`config.mk`:
```
export PLATFORM = sky130hd
export DESIGN_NAME = databus_write_arbiter_flat
export DESIGN_NICKNAME = d
export VERILOG_FILES = /design/src/rtl/databus_arb_pkg.sv /design/src/rtl/databus_write_arbiter_if.sv /design/src/rtl/databus_write_arbiter_rr_pick.sv /design/src/rtl/databus_write_arbiter.sv /design/src/flat_wrapper.sv
export SDC_FILE = /design/constraint.sdc
export NUM_CORES = 1
export LEC_CHECK = 0
export CORE_MARGIN = 1
export CORE_UTILIZATION = 34
export DETAILED_ROUTE_END_ITERATION = 7
export PLACE_DENSITY = 0.92
export SLEW_MARGIN = 20
export SYNTH_ARGS = -nofsm -noshare
export SYNTH_HDL_FRONTEND = slang
export SYNTH_SLANG_ARGS = --single-unit
```
`constraint.sdc`:
```
create_clock -name clk -period 3.68 [get_ports clk]
set_clock_uncertainty 0.05 [all_clocks]
set_input_delay 0.368 -clock clk [delete_from_list [all_inputs] [get_ports clk]]
set_output_delay 0.368 -clock clk [all_outputs]
set_load 0.005 [all_outputs]
```
`src/rtl/databus_arb_pkg.sv`:
```
// Shared types and constants for the dataBus PIO write arbiter.
package databus_arb_pkg;

    typedef enum logic [2:0] {
        IDLE,
        WRITE,
        VERIFY,
        DONE,
        GAP
    } state_t;

    localparam logic [1:0] PIO_DATA_ADDR = 2'd0;
    localparam int         PIO_PAD_W     = 2;
    localparam int         PIO_BUS_W     = 32;

endpackage

```
`src/rtl/databus_write_arbiter_if.sv`:
```
// Avalon-MM connection between the arbiter (master) and the dataBus PIO s1 slave.
interface databus_write_arbiter_if;

    logic [1:0]                            address;
    logic                                  chipselect;
    logic                                  write_n;
    logic [databus_arb_pkg::PIO_BUS_W-1:0] writedata;
    logic [databus_arb_pkg::PIO_BUS_W-1:0] readdata;

    modport master (
        output address,
        output chipselect,
        output write_n,
        output writedata,
        input  readdata
    );

    modport slave (
        input  address,
        input  chipselect,
        input  write_n,
        input  writedata,
        output readdata
    );

endinterface

```
`src/rtl/databus_write_arbiter_rr_pick.sv`:
```
// Combinational round-robin selector: first set request after 'last', with wrap.
module rr_pick #(
    parameter int NUM_REQ = 4
) (
    input  logic [NUM_REQ-1:0]         req,
    input  logic [$clog2(NUM_REQ)-1:0] last,
    output logic [$clog2(NUM_REQ)-1:0] idx,
    output logic                       valid
);

    localparam int IDX_W = $clog2(NUM_REQ);

    // cand[k] is the requester index that has priority rank k this round.
    logic [IDX_W-1:0]   cand [NUM_REQ];
    logic [NUM_REQ-1:0] rot;

    genvar gi;
    generate
        for (gi = 0; gi < NUM_REQ; gi++) begin : g_rot
            assign cand[gi] = IDX_W'((int'(last) + 1 + gi) % NUM_REQ);
            assign rot[gi]  = req[cand[gi]];
        end
    endgenerate

    always_comb begin
        idx   = '0;
        valid = 1'b0;
        for (int i = NUM_REQ - 1; i >= 0; i--) begin
            if (rot[i]) begin
                idx   = cand[i];
                valid = 1'b1;
            end
        end
    end

endmodule

```
`src/rtl/databus_write_arbiter.sv`:
```
// Round-robin write sequencer for the dataBus PIO: one write per grant, then DONE and a gap.
// Optional read-back verification with retries is enabled by defining READBACK_VERIFY_EN.
module databus_write_arbiter
    import databus_arb_pkg::*;
#(
    parameter int NUM_REQ   = 4,
    parameter int DATA_W    = 30,
    parameter int MIN_GAP   = 2,
    parameter int MAX_RETRY = 3
) (
    input  logic                        clk,
    input  logic                        reset,
    input  logic [NUM_REQ-1:0]          req,
    input  logic [NUM_REQ*DATA_W-1:0]   req_data,
    output logic [NUM_REQ-1:0]          grant_ack,
    output logic                        busy,
    output logic [$clog2(NUM_REQ)-1:0]  last_owner,
    databus_write_arbiter_if.master     bus,
    output logic                        verify_err
);

    localparam int IDX_W = $clog2(NUM_REQ);
    localparam int GAP_W = (MIN_GAP > 1) ? $clog2(MIN_GAP) : 1;
    localparam logic [GAP_W-1:0] GAP_LOAD = (MIN_GAP > 0) ? GAP_W'(MIN_GAP - 1) : '0;

    state_t               state_reg, state_next;
    logic [IDX_W-1:0]     idx_reg, last_owner_reg, pick_idx;
    logic                 pick_valid, grant;
    logic [DATA_W-1:0]    data_reg, wr_data;
    logic [DATA_W-1:0]    payload [NUM_REQ];
    logic [GAP_W-1:0]     gap_cnt_reg;
    logic [NUM_REQ-1:0]   grant_ack_reg, grant_ack_next;
    logic                 busy_reg, busy_next;
    logic                 cs_reg, cs_next;
    logic                 write_n_reg, write_n_next;
    logic [PIO_BUS_W-1:0] writedata_reg, writedata_next;
    logic                 unused_readdata;

    genvar gi;
    generate
        for (gi = 0; gi < NUM_REQ; gi++) begin : g_payload
            assign payload[gi] = req_data[gi*DATA_W +: DATA_W];
        end
    endgenerate

    rr_pick #(.NUM_REQ(NUM_REQ)) u_pick (
        .req   (req),
        .last  (last_owner_reg),
        .idx   (pick_idx),
        .valid (pick_valid)
    );

    assign grant = (state_reg == IDLE) && pick_valid;
    // On the grant cycle the payload is not latched yet, so drive the bus from the live input.
    assign wr_data = grant ? payload[pick_idx] : data_reg;
    assign unused_readdata = ^bus.readdata;

`ifdef READBACK_VERIFY_EN
    localparam int RETRY_W = $clog2(MAX_RETRY + 1);

    logic [RETRY_W-1:0] retry_cnt_reg;
    logic               verify_err_reg;
    logic               mismatch;

    assign mismatch   = (bus.readdata[DATA_W-1:0] != data_reg);
    assign verify_err = verify_err_reg;

    always_ff @(posedge clk) begin
        if (reset) begin
            retry_cnt_reg  <= '0;
            verify_err_reg <= 1'b0;
        end else if (grant) begin
            retry_cnt_reg <= '0;
        end else if (state_reg == VERIFY && mismatch) begin
            if (retry_cnt_reg < RETRY_W'(MAX_RETRY))
                retry_cnt_reg <= retry_cnt_reg + RETRY_W'(1);
            else
                verify_err_reg <= 1'b1;
        end
    end
`else
    assign verify_err = 1'b0;
`endif

    // State register
    always_ff @(posedge clk) begin
        if (reset)
            state_reg <= IDLE;
        else
            state_reg <= state_next;
    end

    // Next-state logic
    always_comb begin
        state_next = state_reg;
        case (state_reg)
            IDLE:   if (pick_valid) state_next = WRITE;
`ifdef READBACK_VERIFY_EN
            WRITE:  state_next = VERIFY;
            VERIFY: begin
                if (!mismatch)
                    state_next = DONE;
                else if (retry_cnt_reg < RETRY_W'(MAX_RETRY))
                    state_next = WRITE;
                else
                    state_next = DONE;
            end
`else
            WRITE:  state_next = DONE;
            VERIFY: state_next = IDLE;
`endif
            DONE:   state_next = (MIN_GAP > 0) ? GAP : IDLE;
            GAP:    if (gap_cnt_reg == '0) state_next = IDLE;
            default: state_next = IDLE;
        endcase
    end

    // Output logic: decoded from the upcoming state so every output is a flop.
    always_comb begin
        grant_ack_next = '0;
        busy_next      = (state_next != IDLE);
        cs_next        = (state_next == WRITE) || (state_next == VERIFY);
        write_n_next   = (state_next != WRITE);
        writedata_next = writedata_reg;
        if (state_next == DONE)
            grant_ack_next = NUM_REQ'(1) << idx_reg;
        if (state_next == WRITE)
            writedata_next = PIO_BUS_W'({PIO_PAD_W'(0), wr_data});
    end

    always_ff @(posedge clk) begin
        if (reset) begin
            grant_ack_reg  <= '0;
            busy_reg       <= 1'b0;
            cs_reg         <= 1'b0;
            write_n_reg    <= 1'b1;
            writedata_reg  <= '0;
            idx_reg        <= '0;
            data_reg       <= '0;
            last_owner_reg <= IDX_W'(NUM_REQ - 1);
            gap_cnt_reg    <= '0;
        end else begin
            grant_ack_reg <= grant_ack_next;
            busy_reg      <= busy_next;
            cs_reg        <= cs_next;
            write_n_reg   <= write_n_next;
            writedata_reg <= writedata_next;
            if (grant) begin
                idx_reg        <= pick_idx;
                data_reg       <= payload[pick_idx];
                last_owner_reg <= pick_idx;
            end
            if (state_reg == DONE)
                gap_cnt_reg <= GAP_LOAD;
            else if (state_reg == GAP && gap_cnt_reg != '0)
                gap_cnt_reg <= gap_cnt_reg - GAP_W'(1);
        end
    end

    assign grant_ack      = grant_ack_reg;
    assign busy           = busy_reg;
    assign last_owner     = last_owner_reg;
    assign bus.address    = PIO_DATA_ADDR;
    assign bus.chipselect = cs_reg;
    assign bus.write_n    = write_n_reg;
    assign bus.writedata  = writedata_reg;

endmodule

```
`src/flat_wrapper.sv`:
```
// flat-port wrapper written by rule: the top's interface ports become plain ports
module databus_write_arbiter_flat import databus_arb_pkg::*;
#(
    parameter int NUM_REQ   = 4,
    parameter int DATA_W    = 30,
    parameter int MIN_GAP   = 2,
    parameter int MAX_RETRY = 3
)
  (clk, reset, req, req_data, grant_ack, busy, last_owner, verify_err, bus_address, bus_chipselect, bus_write_n, bus_writedata, bus_readdata);
  databus_write_arbiter_if bus_i ();
  input  logic clk;
  input  logic reset;
  input  logic [NUM_REQ-1:0] req;
  input  logic [NUM_REQ*DATA_W-1:0] req_data;
  output logic [NUM_REQ-1:0] grant_ack;
  output logic busy;
  output logic [$clog2(NUM_REQ)-1:0] last_owner;
  output logic verify_err;
  output wire logic [$bits(bus_i.address)-1:0] bus_address;
  output wire logic [$bits(bus_i.chipselect)-1:0] bus_chipselect;
  output wire logic [$bits(bus_i.write_n)-1:0] bus_write_n;
  output wire logic [$bits(bus_i.writedata)-1:0] bus_writedata;
  input wire logic [$bits(bus_i.readdata)-1:0] bus_readdata;
  assign bus_address = bus_i.address;
  assign bus_chipselect = bus_i.chipselect;
  assign bus_write_n = bus_i.write_n;
  assign bus_writedata = bus_i.writedata;
  assign bus_i.readdata = bus_readdata;
  databus_write_arbiter #(.NUM_REQ(NUM_REQ), .DATA_W(DATA_W), .MIN_GAP(MIN_GAP), .MAX_RETRY(MAX_RETRY)) u_core (.clk(clk), .reset(reset), .req(req), .req_data(req_data), .grant_ack(grant_ack), .busy(busy), .last_owner(last_owner), .bus(bus_i), .verify_err(verify_err));
endmodule
```
==> flow_summary.ini, run 1 <==
[timing]
worst_pin_slew_ns = 0.7548
rsz0062_at_grt = no
finalSetupTns_ns = 0
drv_slew = 0
slew_headroom_pct = 49.22
fmax_mhz = 399.3
hold_viol = 0
min_period_ns = 2.504
setup_viol = 0
fin_ws_ns = 1.176
min_period_over_period_pct = 68.05

[final_layout]
seq_area_um2 = 900.9
syn_to_final_growth_pct = 73.82
multiInputGateArea_um2 = 1279
final_area_um2 = 4086
largest_reg_flops = 30
drive_gt1_share_pct = 5.000
fin_nets = 557
fillerInstances = 557
final_core_util_pct = 62.92
num_antenna_cells = 0

[setup_path]
crit_cells = 6
crit_path_frequent_cell = nor4_1
cpMaxStageDelayCell = nor4_1
cp_num_buf_inv = 2
reg2reg_to = u_core.bus.writedata[11]
r2r_cells = 5
critPathLaunchType = input pin
crit_chain = clkdlybuf4s50_1 -> nor4_1 -> nor4_1 -> o21ai_2 -> buf_4 -> o221ai_1
criticalPathCategory = in -> reg
arrival_ns = 2.62
end_kind = flip-flop
critPathRequiredTime_ns = 3.79
worst_r2r_startpoint = u_core.state_reg[0]
r2r_slack_ns = 1.55
crit_fanout = 16
cp_top_family = simple AND/OR/NAND/NOR gates
max_stage_delay_ns = 0.70

[floorplan]
die_w_um = 85.16
fp.dieArea_um2 = 7251
core_um2 = 6495
ios = 202
start_util_pct = 36.20
num_rows = 29
die_h_um = 85.16

[routing]
antenna_left = 0
initialDrtViolationCount = 66
first_pass_iters = 4
wirelength_um = 7443
drc = 0
wl_per_cell_um = 15.60
via_per_inst = 5.187
via_count = 2474

[global_routing]
grt.met2_usage_pct = 38.12
overflow = 0
grt_use_total_pct = 20.12
grt_pass1_vias = 2477
top_usage_layer = met2
grtUsageMet1_pct = 22.03
grt_max_degree = 33
antenna_found_initial = 0
met3_usage_pct = 5.253
grt_pass1_wl_um = 11600

[place]
preCtsSetupSlack_ns = 0.8661
place_area_um2 = 3993
gp_congestion = 0.7686
port_buffers = 164
dp_hpwl_um = 5942

[clocking]
cts_setup_buffers = 0
clk_latency_ns = 0.30
cts_buffer_depth = 2
cts_sinks = 45
cts_buffers = 5
clk_pin_slew_ns = 0.09
hold_buffers = 0
cts_tree = done
htreeDepth = 2
clockRootBuffer = clkbuf_8
post_cts_resized = 0

[pwr]
powerDensity_nw_per_um2 = 525.1
vdd_drop_max_mv = 0.4460
power.leakage_uw = 0.001600

[synth]
syn_area_per_cell_um2 = 9.596
synth_warnings = 0
netlist_area_um2 = 2351
synth_seq_cells = 45
synth.distinct_cells = 35
ys_seq_area_share_pct = 38.32
syn_inst = 245

[min_path]
min_path_type = reg -> reg
hold_path_end = u_core.bus.writedata[28]
min_from = u_core.bus.writedata[28]
min_path_cells = 2

[flow_run]
drv_cap = 0

[outcome]
status = finished, final reports clean
-- placed cells by master (no fill, tap or decap), types with 6 or more instances in the layout --
cell               n
clkdlybuf4s50_1  164
mux2i_1           61
dfxtp_1           45
nand2_1           34
o221ai_1          30
buf_4              7
inv_1              6
nor2_1             6
-- kinds of logic (layout without fill, tap and decap cells) --
group,after synthesis,in the layout,share of synthesized area [%]
AO/OA/AOI/OAI,46,46,15.27
flip-flops,45,45,38.32
buffers and inverters,34,185,8.728
multiplexers,61,61,25.97
other,1,5,0.1595
AND/OR/NAND/NOR,58,58,11.55
-- worst max-delay path by stage --
stage | from | to | slack, ns
final | req[3] | u_core.bus.writedata[11] | 1.18
after global routing | req[3] | u_core.bus.writedata[11] | 0.89
after global placement | req[3] | u_core.bus.writedata[1] | 0.97
after floorplan | u_core.state_reg[0] | u_core.bus.writedata[10] | 1.80
after CTS | req[3] | u_core.bus.writedata[11] | 1.18
after detailed placement | req[3] | u_core.bus.writedata[11] | 0.87
-- cells in the mapped netlist --
cell | count | area share (%)
mux2i_1 | 61 | 26
dfxtp_1 | 45 | 38
nand2_1 | 34 | 5.4
o221ai_1 | 30 | 11
clkbuf_1 | 12 | 1.9
inv_1 | 6 | 0.96
nor2_1 | 6 | 0.96
a21oi_1 | 5 | 1.1
buf_2 | 5 | 1.1
buf_4 | 5 | 1.6
buf_8 | 4 | 2.6
nor3_1 | 4 | 0.85
o21ai_0 | 4 | 0.85
nand2b_1 | 2 | 0.53
nor4_1 | 2 | 0.53
a21bo_2 | 1 | 0.43
a21o_1 | 1 | 0.32
a31oi_1 | 1 | 0.27
and3_1 | 1 | 0.27
buf_1 | 1 | 0.16
buf_6 | 1 | 0.48
conb_1 | 1 | 0.16
nand3_1 | 1 | 0.21
nand3b_1 | 1 | 0.32
nand4b_1 | 1 | 0.37
nor3b_1 | 1 | 0.32
o211ai_1 | 1 | 0.32
o21ai_1 | 1 | 0.21
o22ai_1 | 1 | 0.27
o31a_1 | 1 | 0.37
or2_4 | 1 | 0.37
or2b_1 | 1 | 0.32
or3_1 | 1 | 0.27
or3_4 | 1 | 0.48
or4_1 | 1 | 0.32
-- worst reg2reg max path: cells and delay by family (launching register included) --
| kind | cells | cell delay, ns |
|---|---|---|
| AND/OR/NAND/NOR | 2 | 0.76 |
| AO/OA/AOI/OAI | 2 | 0.56 |
| flip-flops | 1 | 0.36 |
| buffers and inverters | 1 | 0.31 |
-- stage by stage --
stage	total power (uW)	cells	hold slack, ns
floorplan	1324	249	0.3794
global placement	1807	469	0.3920
detailed placement	1845	469	0.3990
CTS	2174	477	0.4262
global route	2287	477	0.4460
finish	2146	477	0.4215
-- area by class of cell --
class                           instances  share of cell area [%]
Clock buffer                            5                   1.684
Clock inverter                          3                  0.6124
Inverter                                6                  0.5511
Multi-Input combinational cell        170                   31.29
Sequential cell                        45                   22.05
Tap cell                               77                   2.358
Timing Repair Buffer                  171                   41.46
-- routing by layer --
layer / vias to the layer above / share of wire (%)
li1: 1201 / -
met1: 1142 / 38
met2: 119 / 52
met3: 12 / 7.7
met4: 0 / 1.8
met5: - / 0
-- power by group --
group / switching (uW) / total, uW / internal [uW]
clock network: 184 / 323 / 139
registers: 103 / 755 / 652
logic: 435 / 1070 / 633
total: 722 / 2150 / 1420
Note: power is estimated with default switching activity, not from simulation.
==> inputs of run 2 (changes only) <==
- CORE_UTILIZATION: 34 -> 31
- PLACE_DENSITY: 0.92 -> 0.86
- clock period: 3.68 -> 2.4 ns (I/O delays scaled with it)
==> run 2 against run 1 <==
  * Critical path depth shrank 1
  * Via count is essentially flat
  * Die area is 9.4% higher
  * Clock-buffer cell count is the same
  * Critical path type is now reg -> reg
  * Power grew 60%
  * Largest power group unchanged
==> flow_summary.ini, run 2 (synthesis results as in run 1) <==
[outcome]
status = finished, final reports clean

[timing]
finalSetupTns_ns = 0
fmax_mhz = 500.4
slew_headroom_pct = 65.21
setup_viol = 0
worst_hold_slack_ns = 0.4213
drv_slew = 0
worst_pin_slew_ns = 0.5170
hold_viol = 0
min_period_ns = 1.999
rsz0062_at_grt = no
min_period_over_period_pct = 83.27

[global_routing]
overflow = 0
grt_max_degree = 47
grt_pass1_vias = 2312
grt_pass1_wl_um = 10600
antenna_found_initial = 0
grt_use_total_pct = 17.30

[floorplan]
die_h_um = 89.09
die_w_um = 89.09
start_util_pct = 32.24
core_um2 = 7292
ios = 202
num_rows = 31
fp.dieArea_um2 = 7936

[setup_path]
r2r_cells = 5
worst_r2r_startpoint = u_core.state_reg[0]
reg2reg_to = u_core.bus.writedata[12]
crit_fanout = 14
cpMaxStageDelayCell = or4_1
arrival_ns = 2.16
criticalPathCategory = reg -> reg
r2r_slack_ns = 0.40
crit_chain = or2_4 -> or3_4 -> or4_1 -> buf_4 -> o221ai_1
critPathRequiredTime_ns = 2.56
end_kind = flip-flop
max_stage_delay_ns = 0.44
critPathLaunchType = flip-flop

[pwr]
vdd_drop_max_mv = 0.4578
power.leakage_uw = 0.001634
powerDensity_nw_per_um2 = 820.8

[flow_run]
drv_cap = 0

[clocking]
cts_sinks = 45
post_cts_resized = 0
cts_buffers = 5
hold_buffers = 0
clockRootBuffer = clkbuf_8
cts_tree = done
cts_buffer_depth = 2
htreeDepth = 2
clk_pin_slew_ns = 0.09
clk_latency_ns = 0.31
cts_setup_buffers = 0

[routing]
drc = 0
first_pass_iters = 4
wirelength_um = 7352
via_count = 2476
initialDrtViolationCount = 49
antenna_left = 0
via_per_inst = 4.932
wl_per_cell_um = 14.65

[min_path]
min_from = u_core.bus.writedata[0]
min_path_cells = 2
hold_path_end = u_core.bus.writedata[0]
min_path_type = reg -> reg

[place]
gp_congestion = 0.7918
port_buffers = 164
place_area_um2 = 4055
dp_hpwl_um = 5784

[final_layout]
final_area_um2 = 4174
largest_reg_flops = 30
drive_gt1_share_pct = 5.707
num_antenna_cells = 0
fillerInstances = 636
syn_to_final_growth_pct = 77.54
final_common_cell = clkdlybuf4s50_1
fin_nets = 560
mostFrequentLayoutCells = clkdlybuf4s50_1 (164), mux2i_1 (61), dfxtp_1 (45), nand2_1 (34), o221ai_1 (30)
## run 2: changes by cell type in the layout (fill, tap and decap cells not counted), sizes merged
| cell | change |
|---|---|
| buf | +3 |
| clkinv | +1 |
| clkinvlp | -1 |
| inv | -1 |
| bufinv | +1 |
## run 2: layer usage
layer,global-route usage (%),vias to the layer above,share of wire (%)
li1,-,1210,-
met1,18.55,1146,38
met4,4.185,0,1.2
met5,0,-,0
met3,5.263,7,9.8
met2,32.96,113,51
## run 2: worst max-delay path by stage
stage / start / end / cells past startpoint
after floorplan: u_core.state_reg[0] / u_core.bus.writedata[10] / 6
after CTS: u_core.state_reg[0] / u_core.bus.writedata[12] / 5
final: u_core.state_reg[0] / u_core.bus.writedata[12] / 5
after global placement: req[1] / u_core.bus.writedata[1] / 6
after global routing: req[3] / u_core.bus.writedata[12] / 6
after detailed placement: req[3] / u_core.bus.writedata[12] / 6
## run 2: critical path: cells and delay by family, from the launching register on
family / cells / cell delay [ns]
AOI/OAI and AO/OA: 1 / 0.22
buffers and inverters: 1 / 0.22
DFF: 1 / 0.36
and+or+nand+nor: 3 / 1.06
## run 2: layout make-up
| class | instances | area [um2] | area share, % |
|---|---|---|---|
| clock buffers | 5 | 68.82 | 1.649 |
| clock inverters | 3 | 50.05 | 1.199 |
| inverters | 6 | 22.52 | 0.5396 |
| multi-input cells | 170 | 1279 | 30.64 |
| flip-flops and latches | 45 | 900.9 | 21.58 |
| well taps | 99 | 123.9 | 2.968 |
| repair buffers | 174 | 1729 | 41.43 |
## run 2: metrics by stage
stage | worst slack [ns] | power (uW) | utilization, % | std cells
2_1_floorplan | 0.5237 | 2031 | - | 249
3_3_place_gp | 0.1533 | 2801 | 55.61 | 494
3_5_place_dp | 0.1021 | 2853 | 55.61 | 494
4_1_cts | 0.3815 | 3470 | 57.24 | 502
5_1_grt | 0.3102 | 3641 | 57.24 | 502
6_report | 0.4014 | 3426 | 57.24 | 502
## run 2: where the power goes
group	total (uW)	internal, uW	switching (uW)
clock	610	319	290
combinational	1660	994	668
sequential	1150	1000	155
